## src/rtl/ram_arb_pkg.sv

```systemverilog
// Shared definitions for the RAM arbiter: FSM state encoding, default
// RAM geometry, the supported requester count and a pointer helper.
package ram_arb_pkg;

  typedef enum logic {
    ST_IDLE   = 1'b0,
    ST_ACCESS = 1'b1
  } arb_state_e;

  localparam int unsigned ADDR_W_DEF  = 11;
  localparam int unsigned DATA_W_DEF  = 32;
  localparam int unsigned NUM_REQ_MAX = 4;

  // Requester indices are sized for the largest supported configuration.
  localparam int unsigned IDX_W = $clog2(NUM_REQ_MAX);

  // Advance a requester index by one, wrapping at n.
  function automatic logic [IDX_W-1:0] wrap_inc(input logic [IDX_W-1:0] idx,
                                                input int unsigned     n);
    return ((32'(idx) + 32'd1) >= n) ? '0 : idx + 1'b1;
  endfunction

endpackage

```

## src/rtl/ram_arbiter_rr_picker.sv

```systemverilog
// Combinational winner selection for the RAM arbiter.
// Default: round-robin search starting at rr_ptr_i, wrapping modulo NUM_REQ.
// With RAM_ARB_FIXED_PRI_EN defined the pointer input disappears and the
// lowest requesting index always wins.
module rr_picker
  import ram_arb_pkg::*;
#(
  parameter int unsigned NUM_REQ = 2
) (
  input  logic [NUM_REQ-1:0] req_i,
`ifndef RAM_ARB_FIXED_PRI_EN
  input  logic [IDX_W-1:0]   rr_ptr_i,
`endif
  output logic [NUM_REQ-1:0] win_oh_o,
  output logic [IDX_W-1:0]   win_idx_o
);

  int unsigned base;
  logic        found;

  // Walk the candidates in priority order (base, base+1, ...) and keep the first requester.
  always_comb begin
    win_oh_o  = '0;
    win_idx_o = '0;
    found     = 1'b0;
`ifdef RAM_ARB_FIXED_PRI_EN
    base      = 0;
`else
    base      = 32'(rr_ptr_i);
`endif
    for (int unsigned i = 0; i < NUM_REQ; i++) begin
      for (int unsigned c = 0; c < NUM_REQ; c++) begin
        if (!found && req_i[c] && (((base + i) % NUM_REQ) == c)) begin
          found       = 1'b1;
          win_oh_o[c] = 1'b1;
          win_idx_o   = IDX_W'(c);
        end
      end
    end
  end

endmodule

```

## src/rtl/ram_arbiter.sv

```systemverilog
// Arbiter in front of the single-port negedge-clocked data RAM.
// One access every two cycles: a grant cycle (RAM strobes registered, the RAM
// acts on the following negedge) and a completion cycle (read data captured,
// per-requester rvalid pulse). All outputs are registered.
// Build option: define RAM_ARB_FIXED_PRI_EN for fixed lowest-index-wins
// priority instead of the default round-robin.
module ram_arbiter
  import ram_arb_pkg::*;
#(
  parameter int unsigned NUM_REQ = 2,
  parameter int unsigned ADDR_W  = ADDR_W_DEF,
  parameter int unsigned DATA_W  = DATA_W_DEF
) (
  input  logic                      clock,
  input  logic                      reset_n,
  input  logic [NUM_REQ-1:0]        req,
  input  logic [NUM_REQ-1:0]        req_we,
  input  logic [NUM_REQ*ADDR_W-1:0] req_addr,
  input  logic [NUM_REQ*DATA_W-1:0] req_wdata,
  output logic [NUM_REQ-1:0]        gnt,
  output logic [NUM_REQ-1:0]        rvalid,
  output logic [DATA_W-1:0]         rdata,
  output logic                      busy,
  output logic                      ram_cs,
  output logic                      ram_we,
  output logic [ADDR_W-1:0]         ram_addr,
  output logic [DATA_W-1:0]         ram_din,
  input  logic [DATA_W-1:0]         ram_dout
);

  arb_state_e          state_q, state_d;
  logic [IDX_W-1:0]    owner_q, owner_d;
  logic [NUM_REQ-1:0]  gnt_q, gnt_d;
  logic [NUM_REQ-1:0]  rvalid_q, rvalid_d;
  logic [DATA_W-1:0]   rdata_q, rdata_d;
  logic                busy_q, busy_d;
  logic                ram_cs_q, ram_cs_d;
  logic                ram_we_q, ram_we_d;
  logic [ADDR_W-1:0]   ram_addr_q, ram_addr_d;
  logic [DATA_W-1:0]   ram_din_q, ram_din_d;
`ifndef RAM_ARB_FIXED_PRI_EN
  logic [IDX_W-1:0]    rr_ptr_q, rr_ptr_d;
`endif

  logic [NUM_REQ-1:0]  win_oh;
  logic [IDX_W-1:0]    win_idx;

  rr_picker #(
    .NUM_REQ (NUM_REQ)
  ) u_picker (
    .req_i     (req),
`ifndef RAM_ARB_FIXED_PRI_EN
    .rr_ptr_i  (rr_ptr_q),
`endif
    .win_oh_o  (win_oh),
    .win_idx_o (win_idx)
  );

  // State and output registers; async reset drops ram_cs before any pending negedge write.
  always_ff @(posedge clock or negedge reset_n) begin
    if (!reset_n) begin
      state_q    <= ST_IDLE;
      owner_q    <= '0;
      gnt_q      <= '0;
      rvalid_q   <= '0;
      rdata_q    <= '0;
      busy_q     <= 1'b0;
      ram_cs_q   <= 1'b0;
      ram_we_q   <= 1'b0;
      ram_addr_q <= '0;
      ram_din_q  <= '0;
`ifndef RAM_ARB_FIXED_PRI_EN
      rr_ptr_q   <= '0;
`endif
    end else begin
      state_q    <= state_d;
      owner_q    <= owner_d;
      gnt_q      <= gnt_d;
      rvalid_q   <= rvalid_d;
      rdata_q    <= rdata_d;
      busy_q     <= busy_d;
      ram_cs_q   <= ram_cs_d;
      ram_we_q   <= ram_we_d;
      ram_addr_q <= ram_addr_d;
      ram_din_q  <= ram_din_d;
`ifndef RAM_ARB_FIXED_PRI_EN
      rr_ptr_q   <= rr_ptr_d;
`endif
    end
  end

  // Next state: grant in IDLE, complete (and capture read data) in ACCESS.
  always_comb begin
    state_d    = state_q;
    owner_d    = owner_q;
    gnt_d      = '0;
    rvalid_d   = '0;
    rdata_d    = rdata_q;
    busy_d     = 1'b0;
    ram_cs_d   = 1'b0;
    ram_we_d   = 1'b0;
    ram_addr_d = ram_addr_q;
    ram_din_d  = ram_din_q;
`ifndef RAM_ARB_FIXED_PRI_EN
    rr_ptr_d   = rr_ptr_q;
`endif
    case (state_q)
      ST_IDLE: begin
        if (|req) begin
          state_d  = ST_ACCESS;
          gnt_d    = win_oh;
          owner_d  = win_idx;
          busy_d   = 1'b1;
          ram_cs_d = 1'b1;
          for (int unsigned c = 0; c < NUM_REQ; c++) begin
            if (win_oh[c]) begin
              ram_we_d   = req_we[c];
              ram_addr_d = req_addr[c*ADDR_W +: ADDR_W];
              ram_din_d  = req_wdata[c*DATA_W +: DATA_W];
            end
          end
`ifndef RAM_ARB_FIXED_PRI_EN
          rr_ptr_d = wrap_inc(win_idx, NUM_REQ);
`endif
        end
      end
      ST_ACCESS: begin
        state_d = ST_IDLE;
        // ram_cs is still high here, so ram_dout carries the word read at the last negedge.
        if (!ram_we_q) begin
          rdata_d = ram_dout;
          for (int unsigned c = 0; c < NUM_REQ; c++) begin
            if (owner_q == IDX_W'(c)) rvalid_d[c] = 1'b1;
          end
        end
      end
      default: state_d = ST_IDLE;
    endcase
  end

  assign gnt      = gnt_q;
  assign rvalid   = rvalid_q;
  assign rdata    = rdata_q;
  assign busy     = busy_q;
  assign ram_cs   = ram_cs_q;
  assign ram_we   = ram_we_q;
  assign ram_addr = ram_addr_q;
  assign ram_din  = ram_din_q;

endmodule

```

## config.mk

```make
export PLATFORM = sky130hd
export DESIGN_NAME = ram_arbiter
export DESIGN_NICKNAME = d
export VERILOG_FILES = /design/src/rtl/ram_arb_pkg.sv /design/src/rtl/ram_arbiter_rr_picker.sv /design/src/rtl/ram_arbiter.sv
export SDC_FILE = /design/constraint.sdc
export NUM_CORES = 1
export LEC_CHECK = 0
export BUFFER_PORTS_ARGS = -buffer_cell sky130_fd_sc_hd__buf_2
export CAP_MARGIN = 5
export CORE_UTILIZATION = 43
export CTS_CLUSTER_DIAMETER = 200
export DETAILED_ROUTE_END_ITERATION = 10
export MAX_ROUTING_LAYER = met4
export PLACE_DENSITY = 0.77
export RECOVER_POWER = 25
export SYNTH_ARGS = -nofsm -noshare
export SYNTH_HDL_FRONTEND = slang
export SYNTH_SLANG_ARGS = --single-unit
```

## constraint.sdc

```tcl
create_clock -name clock -period 2.19 [get_ports clock]
set_input_delay 0.1095 -clock clock [delete_from_list [all_inputs] [get_ports clock]]
set_output_delay 0.1095 -clock clock [all_outputs]
set_load 0.02 [all_outputs]
```

---- Word level (Yosys, flattened, before mapping) ----
Cells that the tools add are included.
storage, ports and cells
  logic and storage cells ................. 62
  output and inout port bits .............. 82
  memories ................................ 0
  bits in registers ....................... 85
  bits in latches ......................... 0
  bits of input ports ..................... 124
  memory bits (writable) .................. 0
  bits in read-only memories .............. 0
operators by class
  add/sub/neg operators ................... 3
  equality and inequality tests ........... 1
  shift operators ......................... 0
  multiplexer cells ....................... 27
  reductions and logical operators ........ 18
  multipliers ............................. 0
  bitwise gates (word level) .............. 2
  divide/modulo/power cells ............... 0
  $lt $le $gt $ge ......................... 1
operators with widths
  operator                                             count
  zero test 32 bit                                     2
  two-way mux 32 bit                                   2
  two-way mux 11 bit                                   2
  two-way mux 1 bit                                    18
  two-way mux 2 bit                                    4
  logical AND 1 bit                                    7
  AND reduction 2 bit                                  2
  adder 2 x 1 -> 3 bit, second input constant          1
  >= comparator 3 x 2 -> 1 bit, second input constant  1
  zero test 1 bit                                      3
  AND reduction 3 bit                                  1
  adder 1 bit, second input constant                   2
  == test 2 x 1 -> 1 bit, second input constant        1
  zero test 2 bit                                      1
  NOT 1 bit                                            2
  case mux 1 bit (2 select lines)                      1
  nonzero test 2 bit                                   1
  OR reduction 2 bit                                   1

---- Longest topological paths before layout ----
Gate-level depths: netlist of the first run.
  depth after elaboration ................. 18
  depth in mapped cells ................... 7

---- Cells and area by module ----
A second synthesis of the first run with hierarchy kept.
second synthesis, totals
  cells, all modules ...................... 248
  area total of the unflattened synthesis .. 3993.8 µm²
by module, submodules not included
  module       area each (µm²)  cells each  instances
  ram_arbiter  3952.5           242         1
  rr_picker    41.3             6           1

---- Least setup slack after synthesis of the first run ----
OpenSTA, ideal clock, no wires.
  kind .................................... reg2reg
  start ................................... register ram_cs (netlist name)
  end ..................................... register rdata_q[10] (netlist: rdata[10])
  data required time ...................... 2065 ps
  setup time .............................. 125 ps
  data arrival time ....................... 1295 ps
  setup slack ............................. 770 ps
  path buffers ............................ 2
  cell stages (with the launch flop) ...... 5
  cell sequence ........................... dfrtp_1 -> nor2b_4 -> buf_6 -> buf_12 -> mux2_4
RTL lines
  what                  line               text
  to (signal assigned)  ram_arbiter.sv:80  rdata_q <= rdata_d;
  to (decl)             ram_arbiter.sv:35  logic [DATA_W-1:0] rdata_q, rdata_d;

==> results of run 1 <==
[final cells by class]
| class | count | area (um^2) | area share |
|---|---|---|---|
| Timing Repair Buffer | 245 | 1420 | 0.267 |
| Tap cell | 105 | 131 | 0.0247 |
| Inverter | 2 | 12.5 | 0.00235 |
| Multi-Input combinational cell | 214 | 1440 | 0.272 |
| Clock buffer | 10 | 128 | 0.0240 |
| Sequential cell | 83 | 2080 | 0.391 |
| Clock inverter | 5 | 103 | 0.0193 |
[per-stage QoR]
step           cells   util  setup slack, ns  cell area [um^2]
2_1_floorplan    331      -            0.770              3800
3_3_place_gp     616  0.569            0.742              4770
3_5_place_dp     616  0.569            0.652              4770
4_1_cts          658  0.629            0.644              5270
5_1_grt          664  0.634            0.289              5320
6_report         664  0.634            0.528              5320
[cell usage in the layout, fill, tap and decap left out, types with 2 or more instances in the layout]
cell type	count
sky130_fd_sc_hd__a21oi_1	39
sky130_fd_sc_hd__a221o_1	3
sky130_fd_sc_hd__a31oi_1	40
sky130_fd_sc_hd__and2b_1	2
sky130_fd_sc_hd__and3_1	3
sky130_fd_sc_hd__buf_2	204
sky130_fd_sc_hd__buf_4	5
sky130_fd_sc_hd__bufinv_16	3
sky130_fd_sc_hd__clkbuf_8	9
sky130_fd_sc_hd__dfrtp_1	83
sky130_fd_sc_hd__dlygate4sd3_1	33
sky130_fd_sc_hd__mux2_1	4
sky130_fd_sc_hd__mux2_4	28
sky130_fd_sc_hd__nand2_1	2
sky130_fd_sc_hd__nor2_1	41
sky130_fd_sc_hd__o21ai_0	39
sky130_fd_sc_hd__o21ai_1	2
[worst max-delay path: cells and delay by family]
family   cells  cell delay [ns]
buf+inv      3             1.90
[worst min-delay path by stage]
| stage | slack [ns] | end | depth (start not counted) |
|---|---|---|---|
| after floorplan | -0.19 | gnt[0] | 0 |
| after global placement | 0.07 | ram_din[13] | 1 |
| after detailed placement | 0.07 | ram_din[16] | 1 |
| after CTS | 0.00002 | ram_din[28] | 3 |
| after global routing | 0.001 | ram_din[31] | 2 |
| final | 0.01 | rdata[16] | 2 |
[flip-flops by register name, indices dropped and copies added, names as in the netlist]
name      cells
rvalid        2
ram_we        1
ram_din      32
owner_q       1
ram_addr     11
rr_ptr_q      1
rdata        32
ram_cs        1
gnt           2
[power by group through the flow]
stage          logic, mW  registers, mW  clock network, mW
5_1_grt             1.83           2.10               1.37
4_1_cts             1.71           2.05               1.29
3_3_place_gp        1.63           2.07                  0
3_5_place_dp        1.67           2.08                  0
6_report            1.71           2.05               1.27
2_1_floorplan      0.705           2.48                  0
[cell families (layout without fill, tap and decap cells)]
logic type      count (synthesis)  after routing
mux                            32             32
flops                          83             83
compound gates                128            128
simple gates                   54             54
buf+inv                        34            262
[routing by layer]
layer	track usage	up-vias
met2	0.384	193
met5	-	-
met1	0.268	1659
li1	-	1630
met4	0.0808	0
met3	0.0513	26
[repair_timing]
item,4_1_cts,5_1_grt
endpoints found under the hold margin,57,6
resized for setup,0,0
setup buffers,0,0
hold buffers,27,6
==> summary.md, run 1 <==
The flow ran to the end, and the final reports show no timing, DRC or antenna violations. The logs give 0 for the number of antenna violations at the first check in global routing and 3196 for the number of global-route vias before repair. The count of nets left with antenna violations once routing finished came out at 0.

The worst hold slack was 0.0149 ns; the highest clock frequency the design can meet was 602 MHz. In this run the power density over the cells is 945 nW/um^2. The proportion of power drawn by flip-flops and latches is 0.409. The internal portion of total power was 3.33 mW; the clock latency on the worst-skew pair was 0.34 ns. Row generation in the floorplan step produced 33 rows. The critical path ends at rdata[18].

The final global-route overflow total came out at 0. The category of the critical setup timing path is primary input to async pin. CTS saw 83 sinks.

The synthesized netlist occupies a cell area of 3800 um^2. A synthesized cell averages 11.5 um^2. When the netlist entered floorplanning its net count stood at 455. The leakage power of the design is 2.61 nW, and the worst endpoint required time is 2.58 ns. The routed layout has 3508 vias. After detailed routing, the number of remaining DRC violations is 0. The total count of hold-check failures in the final report is 0, and the number of buffer cells added on primary ports is 205.

The height of the die is 96.0 um. The worst-case IR drop observed on VDD is 0.398 mV. The pin count of the biggest net entering global routing came out at 53. After synthesis, the cell types taking the most area are sky130_fd_sc_hd__dfrtp_1 55%, sky130_fd_sc_hd__mux2_4 11%, sky130_fd_sc_hd__a31oi_1 6.6%.

Most common cell in the netlist: sky130_fd_sc_hd__dfrtp_1. The slack of the worst reg-to-reg path was 0.65 ns. After detailed routing, the met3 layer carries 848 um of wire. The tools report the net switching power as 1.70 mW. The amount of wire on met2 after detailed routing came out at 5510 um. The final critical-path required period was 1.66 ns; the top fanout value on the critical path was 52. The tools report the element type at the critical path end as an async pin. The largest area contributor in the netlist is sky130_fd_sc_hd__dfrtp_1. The average via count per standard cell is 5.28, and the horizontal die dimension is 96.0 um. The number of maximum-capacitance constraint violations is 0.

In this run the worst setup path begins at reset_n. The tools report the clock root buffer as sky130_fd_sc_hd__clkbuf_8. Critical hold path startpoint: ram_dout[16]. TritonCTS built the clock tree.

Area share of the leading cell type in the synthesized netlist: 0.546. The ratio of cells with drive above 1 in the final layout came out at 0.469. For the pin with the worst max-slew slack, the measured transition is 0.804 ns. The top-level port count is 206. The compound-cell area share of the yosys netlist was 0.191; the initial standard-cell utilization of the core was 0.454.

Relative to the synthesized area, the layout overhead comes to 39.8%. Highest layer used for signal routing: met4. The XOR/XNOR share of the synthesized area is 0. Setup repair after global routing left no endpoint under its margin. The startpoint identified for the worst register-to-register timing path is ram_cs.

The proportion of register bits with asynchronous set or reset after synthesis was 1.00; the routed metal-1 wirelength was 4080 um. The switching fraction of total power came out at 0.337. The first global-routing pass estimated 15400 um of wire. For this block, the initial DRC count from the detailed router was 161.

In this run, synthesis produced a sequential element count of 83. The synthesized design contains 0 enable-type register cells. The worst setup skew after layout is 0.00872 ns. Post-route setup TNS: 0 ns. The total routed wirelength is 10700 um. The part of the total power dissipated in combinational logic came out at 0.340. Walking the worst path, the cells encountered are dlygate4sd3_1 -> clkbuf_2 -> clkbuf_4. The arrival time reported for the critical path endpoint came out at 2.05 ns.

The floorplan step defined a die boundary enclosing 9220 um^2. By area, the combinational part of the netlist is dominated by compound AO/OA/AOI/OAI gates. The half-perimeter wire length after placement is 7340 um. The maximum count of clock buffers along a single path was 2.

The largest single stage delay on the critical path is 0.76 ns. The worst setup path is launched from a primary input. The run gives 694 as the number of filler instances in the final layout.

The per-cell routed wire length is 16.2 um. Measured in cells, the most critical reg-to-reg path has a length of 5. The endpoint identified for the worst register-to-register timing path is ram_din[14]. The simple-gate portion of the synthesized area was 0.0642. The logs give 0.845 for the placer's final routability congestion estimate and 0.546 for the sequential share of the synthesized area.

The tools report the total core area as 8380 um^2. The synthesized-area fraction occupied by adder cells came out at 0. The primary flip-flop cell chosen by synthesis mapping is sky130_fd_sc_hd__dfrtp_1. Yosys mapped the design onto 31 distinct sky130hd cell types.

The global-route total usage across every layer is 0.228, and the final setup violation count is 0. The total CTS buffers was 9; the gate count of the mapped netlist was 331. Synthesis warning total: 0. The worst relative slew slack is 0.464, and the count of inserted antenna diode cells is 0. The tools report the clock network fraction of design power as 0.252. Share of cell area taken by muxes after synthesis: 0.122. The largest individual stage delay along the critical path comes from the cell sky130_fd_sc_hd__clkbuf_4. The portion of the clock cycle consumed by the worst path in the final layout is 0.759. Class of the tightest hold or removal check: primary input to flip-flop. The H-tree was split into 3 levels.

Clock-pin slew was measured on the worst setup and hold paths at 0.07 ns. The run gives 679 as the number of nets in the layout. The number of search-and-repair iterations in the first detailed-routing pass is 5. Sorting the synthesized cells by how often they occur yields 83 x sky130_fd_sc_hd__dfrtp_1, 41 x sky130_fd_sc_hd__nor2_1, 40 x sky130_fd_sc_hd__a31oi_1. The final number of max-transition violations was 0; the post-route total power was 5.03 mW.
Power figures use the tool's default switching activity.
==> run 2, diff against run 1 <==
==> constraint.sdc (replaced) <==
create_clock -name clock -period 1.65 [get_ports clock]
set_input_delay 0.0825 -clock clock [delete_from_list [all_inputs] [get_ports clock]]
set_output_delay 0.0825 -clock clock [all_outputs]
set_load 0.02 [all_outputs]
==> run 2 against run 1 <==
  * Final area up 8.4%
  * First-iteration DRC count up 20%
  * Routed wire length increased by 11%
  * Worst setup slack worse by 0.37 ns
  * Critical path depth is 1 higher
  * Critical path type is now flip-flop to flip-flop
  * Die area did not move
  * Clock skew up 0.0034 ns
  * Sequential power up 33%
  * Core utilization rose by 5.3 points
  * Sequential share of layout area shrank 3.0 points
==> summary.md, run 2 (same netlist as run 1, synthesis figures left out) <==
The run finished with clean final reports. The number of search-and-repair iterations in the first detailed-routing pass is 5 (unchanged). Final number of max-transition violations: 0 (unchanged). Multi-input logic area: 1440 um^2 (unchanged).

The critical path is of the flip-flop to flip-flop type. The final setup violation count was 0 (unchanged). For the proportion of power drawn by flip-flops and latches, the log shows 0.399 (-0.010). The switching fraction of total power was 0.349 (+0.0114); the number of nets with antenna violations after routing was 0 (unchanged).

The leakage power of the design came out at 2.80 nW (+7.3%). Class of the tightest hold or removal check: primary input to flip-flop. The library cell used most frequently in the layout, excluding fill and tap cells, is sky130_fd_sc_hd__buf_2. The per-cell routed wire length is 16.8 um (+3.9%). Portion of the clock cycle consumed by the worst path in the final layout: 0.906. The wire length of the first global-routing pass came out at 17900 um (+16%).

The logs give 0.265 (+0.0373) for the global-route total usage across every layer and 74 (+170%) for the count of hold buffers inserted by post-cts repair. The worst setup skew after layout was 0.0121 ns (+0.00339 ns). The worst path needs 1.50 ns of the cycle, external delays included. Number of vias after detailed routing: 3749 (+6.9%). The horizontal die dimension was 96.0 um (unchanged); the post-route total power was 6.82 mW (+36%).

Clock input transition at the sequential cells of the worst setup and hold paths: 0.08 ns (about the same). The total CTS buffers is 9 (unchanged). The count of inserted antenna diode cells is 0 (unchanged), and the height of the die is 96.0 um (unchanged).

For the total number of placement rows, the log shows 33 (unchanged). Compared with the post-synthesis result, the final layout area differs by 51.5%. The number of buffer cells added on primary ports is 205 (unchanged). Walking the worst path, the cells encountered are o21bai_4 -> inv_6 -> nor2_1 -> a21oi_1.

TritonCTS built the clock tree. The run gives 3707 (+16%) as the number of global-route vias before repair. The logs give 2 (unchanged) for the maximum count of clock buffers along a single path and 2.38 mW (+40%) for the net switching power. The register area is 2080 um^2 (unchanged), and the number of nets in the layout is 722 (+6.3%). The placer's final routability congestion estimate was 0.798 (-5.6%). The half-perimeter wire length after placement came out at 7370 um (+0.48%).

The number of design rule violations left after detail routing is 0 (unchanged), and the number of filler instances in the final layout is 624 (-10%). The post-route setup TNS came out at 0 ns (unchanged). The worst relative slew slack is 0.583 (+0.119), and the initial standard-cell utilization of the core is 0.454 (unchanged). The total power per unit cell area is 1180 nW/um^2 (+25%), and the total buffers and inverters traversed by the critical path is 1 (-2). The pin count of the biggest net entering global routing was 42 (-21%); the post-cts resize count was 0 (unchanged). The clock network fraction of design power is 0.250 (-0.002), and the top-level port count is 206 (unchanged). On the critical path, the stage with the largest delay is an instance of sky130_fd_sc_hd__dfrtp_1. The logs give 8380 um^2 (unchanged) for the total core area and 0 (unchanged) for the total count of hold-check failures in the final report. For the initial detailed-routing violation count, the log shows 194 (+20%). The run gives 0.350 (+0.010) as the part of the total power dissipated in combinational logic.

For this run, the top clock speed supported by timing is 669 MHz. Setup repair after global routing left no endpoint under its margin. Highest cell delay on the worst timing path: 0.47 ns (-0.29 ns).

The ratio of cells with drive above 1 in the final layout was 0.441 (-0.0276). The number of maximum-capacitance constraint violations was 0 (unchanged); the number of levels in the clock H-tree was 3 (unchanged). For the worst hold slack, the log shows 0.00828 ns (-0.00666 ns).

STA classifies the critical path endpoint as a flip-flop. Grouping stages by cell kind, the critical path spends the most delay in compound AO/OA/AOI/OAI gates. The tools report the maximum ir drop on the vdd rail as 0.577 mV (+45%).

Slack of the worst reg-to-reg path: 0.15 ns (-0.50 ns). STA classifies the critical path startpoint as a flip-flop. The final standard cell utilization of the core came out at 0.687 (+0.0530).

The library cells used most frequently in the layout, excluding fill and tap cells, are 204 x sky130_fd_sc_hd__buf_2, 83 x sky130_fd_sc_hd__dfrtp_1, 74 x sky130_fd_sc_hd__dlygate4sd3_1, 41 x sky130_fd_sc_hd__nor2_1, 40 x sky130_fd_sc_hd__a31oi_1. The pin slew with the least headroom to its limit works out to 0.626 ns (-0.179 ns). The run gives 83 (unchanged) as the clock net sink count. The final global-route overflow total was 0 (unchanged); the arrival time reported for the critical path endpoint was 1.76 ns (-0.29 ns). The average via count per standard cell came out at 5.30 (+0.23%). The worst endpoint required time was 1.92 ns (-0.66 ns); the top fanout value on the critical path was 41 (-21%). Number of buffers added for setup after CTS: 0 (unchanged).

The floorplan die area was 9220 um^2 (unchanged). The internal portion of total power is 4.44 mW (+33%). The logs give 0 (unchanged) for the number of antenna violations at the first check in global routing and 0.36 ns (+0.02 ns) for the clock latency on the worst-skew pair. The total routed wirelength was 11900 um (+11%).

Clock root buffer: sky130_fd_sc_hd__clkbuf_8.
-- run 2: layout make-up --
type	instances	area share
multi-input cells	214	0.251
repair buffers	288	0.323
clock inverters	5	0.0148
inverters	2	0.00217
well taps	105	0.0228
flip-flops and latches	83	0.361
clock buffers	11	0.0263
-- run 2: routing by layer --
layer | GRT usage | wire length (um)
met5 | - | 0
met4 | 0.121 | 442
met3 | 0.0442 | 835
met2 | 0.446 | 6060
met1 | 0.312 | 4550
-- run 2: final timing paths --
path / depth (start not counted) / to / from
max in group asynchronous: 3 / rdata[20] / reset_n
worst max register to register: 4 / ram_din[8] / ram_cs
worst min register to register: 1 / rvalid[0] / owner_q[0]
min in group asynchronous: 2 / ram_din[16] / reset_n
worst min-delay path: 3 / ram_din[14] / req_wdata[14]
worst max-delay path: 4 / ram_din[8] / ram_cs
-- run 2: per-stage QoR --
| stage | area, um^2 | setup WS [ns] | std cells |
|---|---|---|---|
| 2_1_floorplan | 3800 | 0.230 | 331 |
| 3_3_place_gp | 4800 | 0.291 | 618 |
| 3_5_place_dp | 4800 | 0.207 | 618 |
| 4_1_cts | 5780 | 0.182 | 708 |
| 5_1_grt | 5760 | 0.0666 | 708 |
| 6_report | 5760 | 0.155 | 708 |
-- run 2: tightest hold or removal path, delay by kind of cell --
| kind | cells | cell delay (ns) |
|---|---|---|
| buffers and inverters | 1 | 0.10 |
| AOI/OAI and AO/OA | 2 | 0.14 |
-- run 2: power groups by stage --
stage / clock [mW] / sequential (mW) / combinational (mW)
floorplan: 0 / 3.29 / 0.936
global placement: 0 / 2.74 / 2.19
detailed placement: 0 / 2.75 / 2.22
CTS: 1.75 / 2.72 / 2.37
global route: 1.82 / 2.78 / 2.55
finish: 1.71 / 2.72 / 2.39
==> run 3, diff against run 2 <==
--- a/config.mk
+++ b/config.mk
@@ -11,7 +11,7 @@
 export CTS_CLUSTER_DIAMETER = 200
 export DETAILED_ROUTE_END_ITERATION = 10
 export MAX_ROUTING_LAYER = met4
-export PLACE_DENSITY = 0.77
+export PLACE_DENSITY_LB_ADDON = 0.3
 export RECOVER_POWER = 25
 export SYNTH_ARGS = -nofsm -noshare
 export SYNTH_HDL_FRONTEND = slang
==> run 3 against run 2 <==
  * Non-clock buffer count increased by 4
  * Largest cell class unchanged
  * Clock skew grew 0.0043 ns
  * Critical path type unchanged
  * Clock-buffer cell count shrank 2
  * Critical path depth unchanged
  * Maximum frequency decreased by 0.57%
==> summary.md, run 3 (same netlist as run 1, synthesis figures left out) <==
The flow ran to the end, and the final reports show no timing, DRC or antenna violations. The clock latency on the worst-skew pair was 0.36 ns (about the same); the count of hold buffers inserted by post-cts repair was 77 (+4.1%). The number of maximum-capacitance constraint violations was 0 (unchanged); the number of filler instances in the final layout was 649 (+4.0%).

The height of the die came out at 96.0 um (unchanged). TritonCTS built the clock tree. The clock input transition at the sequential cells of the worst setup and hold paths was 0.09 ns (about the same). For the initial standard-cell utilization of the core, the log shows 0.454 (unchanged).

For the total number of placement rows, the log shows 33 (unchanged). In the layout the commonest cells are 204 x sky130_fd_sc_hd__buf_2, 83 x sky130_fd_sc_hd__dfrtp_1, 77 x sky130_fd_sc_hd__dlygate4sd3_1, 41 x sky130_fd_sc_hd__nor2_1, 40 x sky130_fd_sc_hd__a31oi_1. The number of buffer cells added on primary ports was 205 (unchanged); the per-cell routed wire length was 17.0 um (+0.94%). Total CTS buffers: 9 (unchanged). The top-level port count came out at 206 (unchanged). Number of antenna violations at the first check in global routing: 0 (unchanged).

Top fanout value on the critical path: 41 (unchanged). The pin slew with the least headroom to its limit came out at 0.837 ns (+0.212 ns). Final global-route overflow total: 0 (unchanged). The worst relative slew slack came out at 0.442 (-0.141).

Number of design rule violations left after detail routing: 0 (unchanged). The logs give 0.759 (-4.9%) for the placer's final routability congestion estimate and 3 (unchanged) for the number of levels in the clock H-tree. The highest clock frequency the design can meet was 665 MHz (-0.57%).

The category of the critical setup timing path is flip-flop to flip-flop. The relative area change from synthesis to final layout is 52.7%. The run gives 0 ns (unchanged) as the post-route setup TNS. The average via count per standard cell is 5.29 (about the same). The logs give 0.561 mV (-2.8%) for the maximum ir drop on the vdd rail and 1.77 ns (about the same) for the arrival time reported for the critical path endpoint. The half-perimeter wire length after placement was 7370 um (about the same); the portion of the clock cycle consumed by the worst path in the final layout was 0.911 (+0.00518). The pin count of the biggest net entering global routing was 52 (+24%). The tightest min-delay check is of the primary input to flip-flop type. The run gives 619 (+0.16%) as the total instance count after detailed placement.

The total power per unit cell area was 1170 nW/um^2 (-0.89%). The total routed wirelength was 12100 um (+1.5%); the number of buffers added for setup after CTS was 0 (unchanged). Setup repair after global routing left no endpoint under its margin. The total core area was 8380 um^2 (unchanged); the ratio of cells with drive above 1 in the final layout was 0.440 (-0.00126). The final critical-path required period works out to 1.50 ns (+0.00854 ns). The tools report the number of nets in the layout as 726 (+0.55%). Total count of hold-check failures in the final report: 0 (unchanged). The horizontal die dimension was 96.0 um (unchanged). The initial detailed-routing violation count is 160 (-18%), and the number of vias after detailed routing is 3769 (+0.53%). The logs give 1.92 ns (about the same) for the worst endpoint required time and 83 (unchanged) for the clock net sink count. The worst setup path is captured at a flip-flop. Leaving out fill and tap cells, the most frequent cell in the layout is sky130_fd_sc_hd__buf_2. The post-cts resize count was 0 (unchanged); the number of search-and-repair iterations in the first detailed-routing pass was 5 (unchanged).

The final non-filler cell total came out at 712 (+0.56%). For the wire length of the first global-routing pass, the log shows 18200 um (+1.7%). The logs give 0 (unchanged) for the final number of max-transition violations and 2 (unchanged) for the maximum count of clock buffers along a single path. CTS placed an instance of sky130_fd_sc_hd__clkbuf_8 at the clock tree root. The leakage power of the design is 2.82 nW (+0.84%).

The number of nets with antenna violations after routing was 0 (unchanged). STA classifies the critical path startpoint as a flip-flop. The number of global-route vias before repair was 3648 (-1.6%). The global-route total usage across every layer was 0.275 (+0.00957). The tools report the final setup violation count as 0 (unchanged). The floorplan die area is 9220 um^2 (unchanged). The worst setup skew after layout was 0.0164 ns (+0.00425 ns). The count of inserted antenna diode cells came out at 0 (unchanged).
run 3: path summary, 6_finish.rpt:
| path | start | endpoint | slack (ns) | cells past startpoint |
|---|---|---|---|---|
| min reg2reg | owner_q[0] | rvalid[0] | 0.44 | 1 |
| min | req_we[1] | ram_we | 0.04 | 3 |
| max in group asynchronous | reset_n | rr_ptr_q[0] | 0.35 | 3 |
| min in group asynchronous | reset_n | ram_din[4] | 0.35 | 2 |
| max | ram_cs | ram_din[22] | 0.15 | 4 |
| max reg2reg | ram_cs | ram_din[22] | 0.15 | 4 |
run 3: where the power goes:
group	leakage (nW)	total [mW]	switching (mW)	internal (mW)
Clock	0.116	1.68	0.797	0.879
Combinational	1.75	2.40	1.36	1.04
Sequential	0.962	2.74	0.263	2.48
run 3: final cells by class:
type / count / area [um^2] / share of cell area
inverter: 2 / 12.5 / 0.00215
sequential: 83 / 2080 / 0.358
timing repair buffer: 292 / 1910 / 0.329
multi-input combinational: 214 / 1440 / 0.249
clock inverter: 7 / 106 / 0.0183
clock buffer: 9 / 124 / 0.0213
tap: 105 / 131 / 0.0226
run 3: metrics by stage:
stage               power [mW]   util  area, um^2  worst slack (ns)  hold WS [ns]
floorplan                 4.23      -        3800             0.230        -0.213
global placement          4.95  0.575        4820             0.203        0.0594
detailed placement        5.00  0.575        4820             0.159        0.0618
CTS                       6.83  0.694        5820             0.132        0.0254
global route              7.18  0.693        5810            0.0319        0.0354
finish                    6.82  0.693        5810             0.146        0.0379
run 3: layer usage:
layer,part of all wire,GRT usage,wire length (um),up-vias
met2,0.52,0.479,6230,200
met4,0.028,0.121,335,0
met5,0,-,0,-
li1,-,-,-,1722
met1,0.38,0.312,4640,1813
met3,0.072,0.0419,871,34
run 3: critical path, stage by stage, from the launching register on:
cell and delay (ns):
sky130_fd_sc_hd__dfrtp_1 0.47, sky130_fd_sc_hd__o21bai_4 0.37, sky130_fd_sc_hd__inv_6 0.34, sky130_fd_sc_hd__nor2_1 0.07, sky130_fd_sc_hd__a21oi_1 0.15
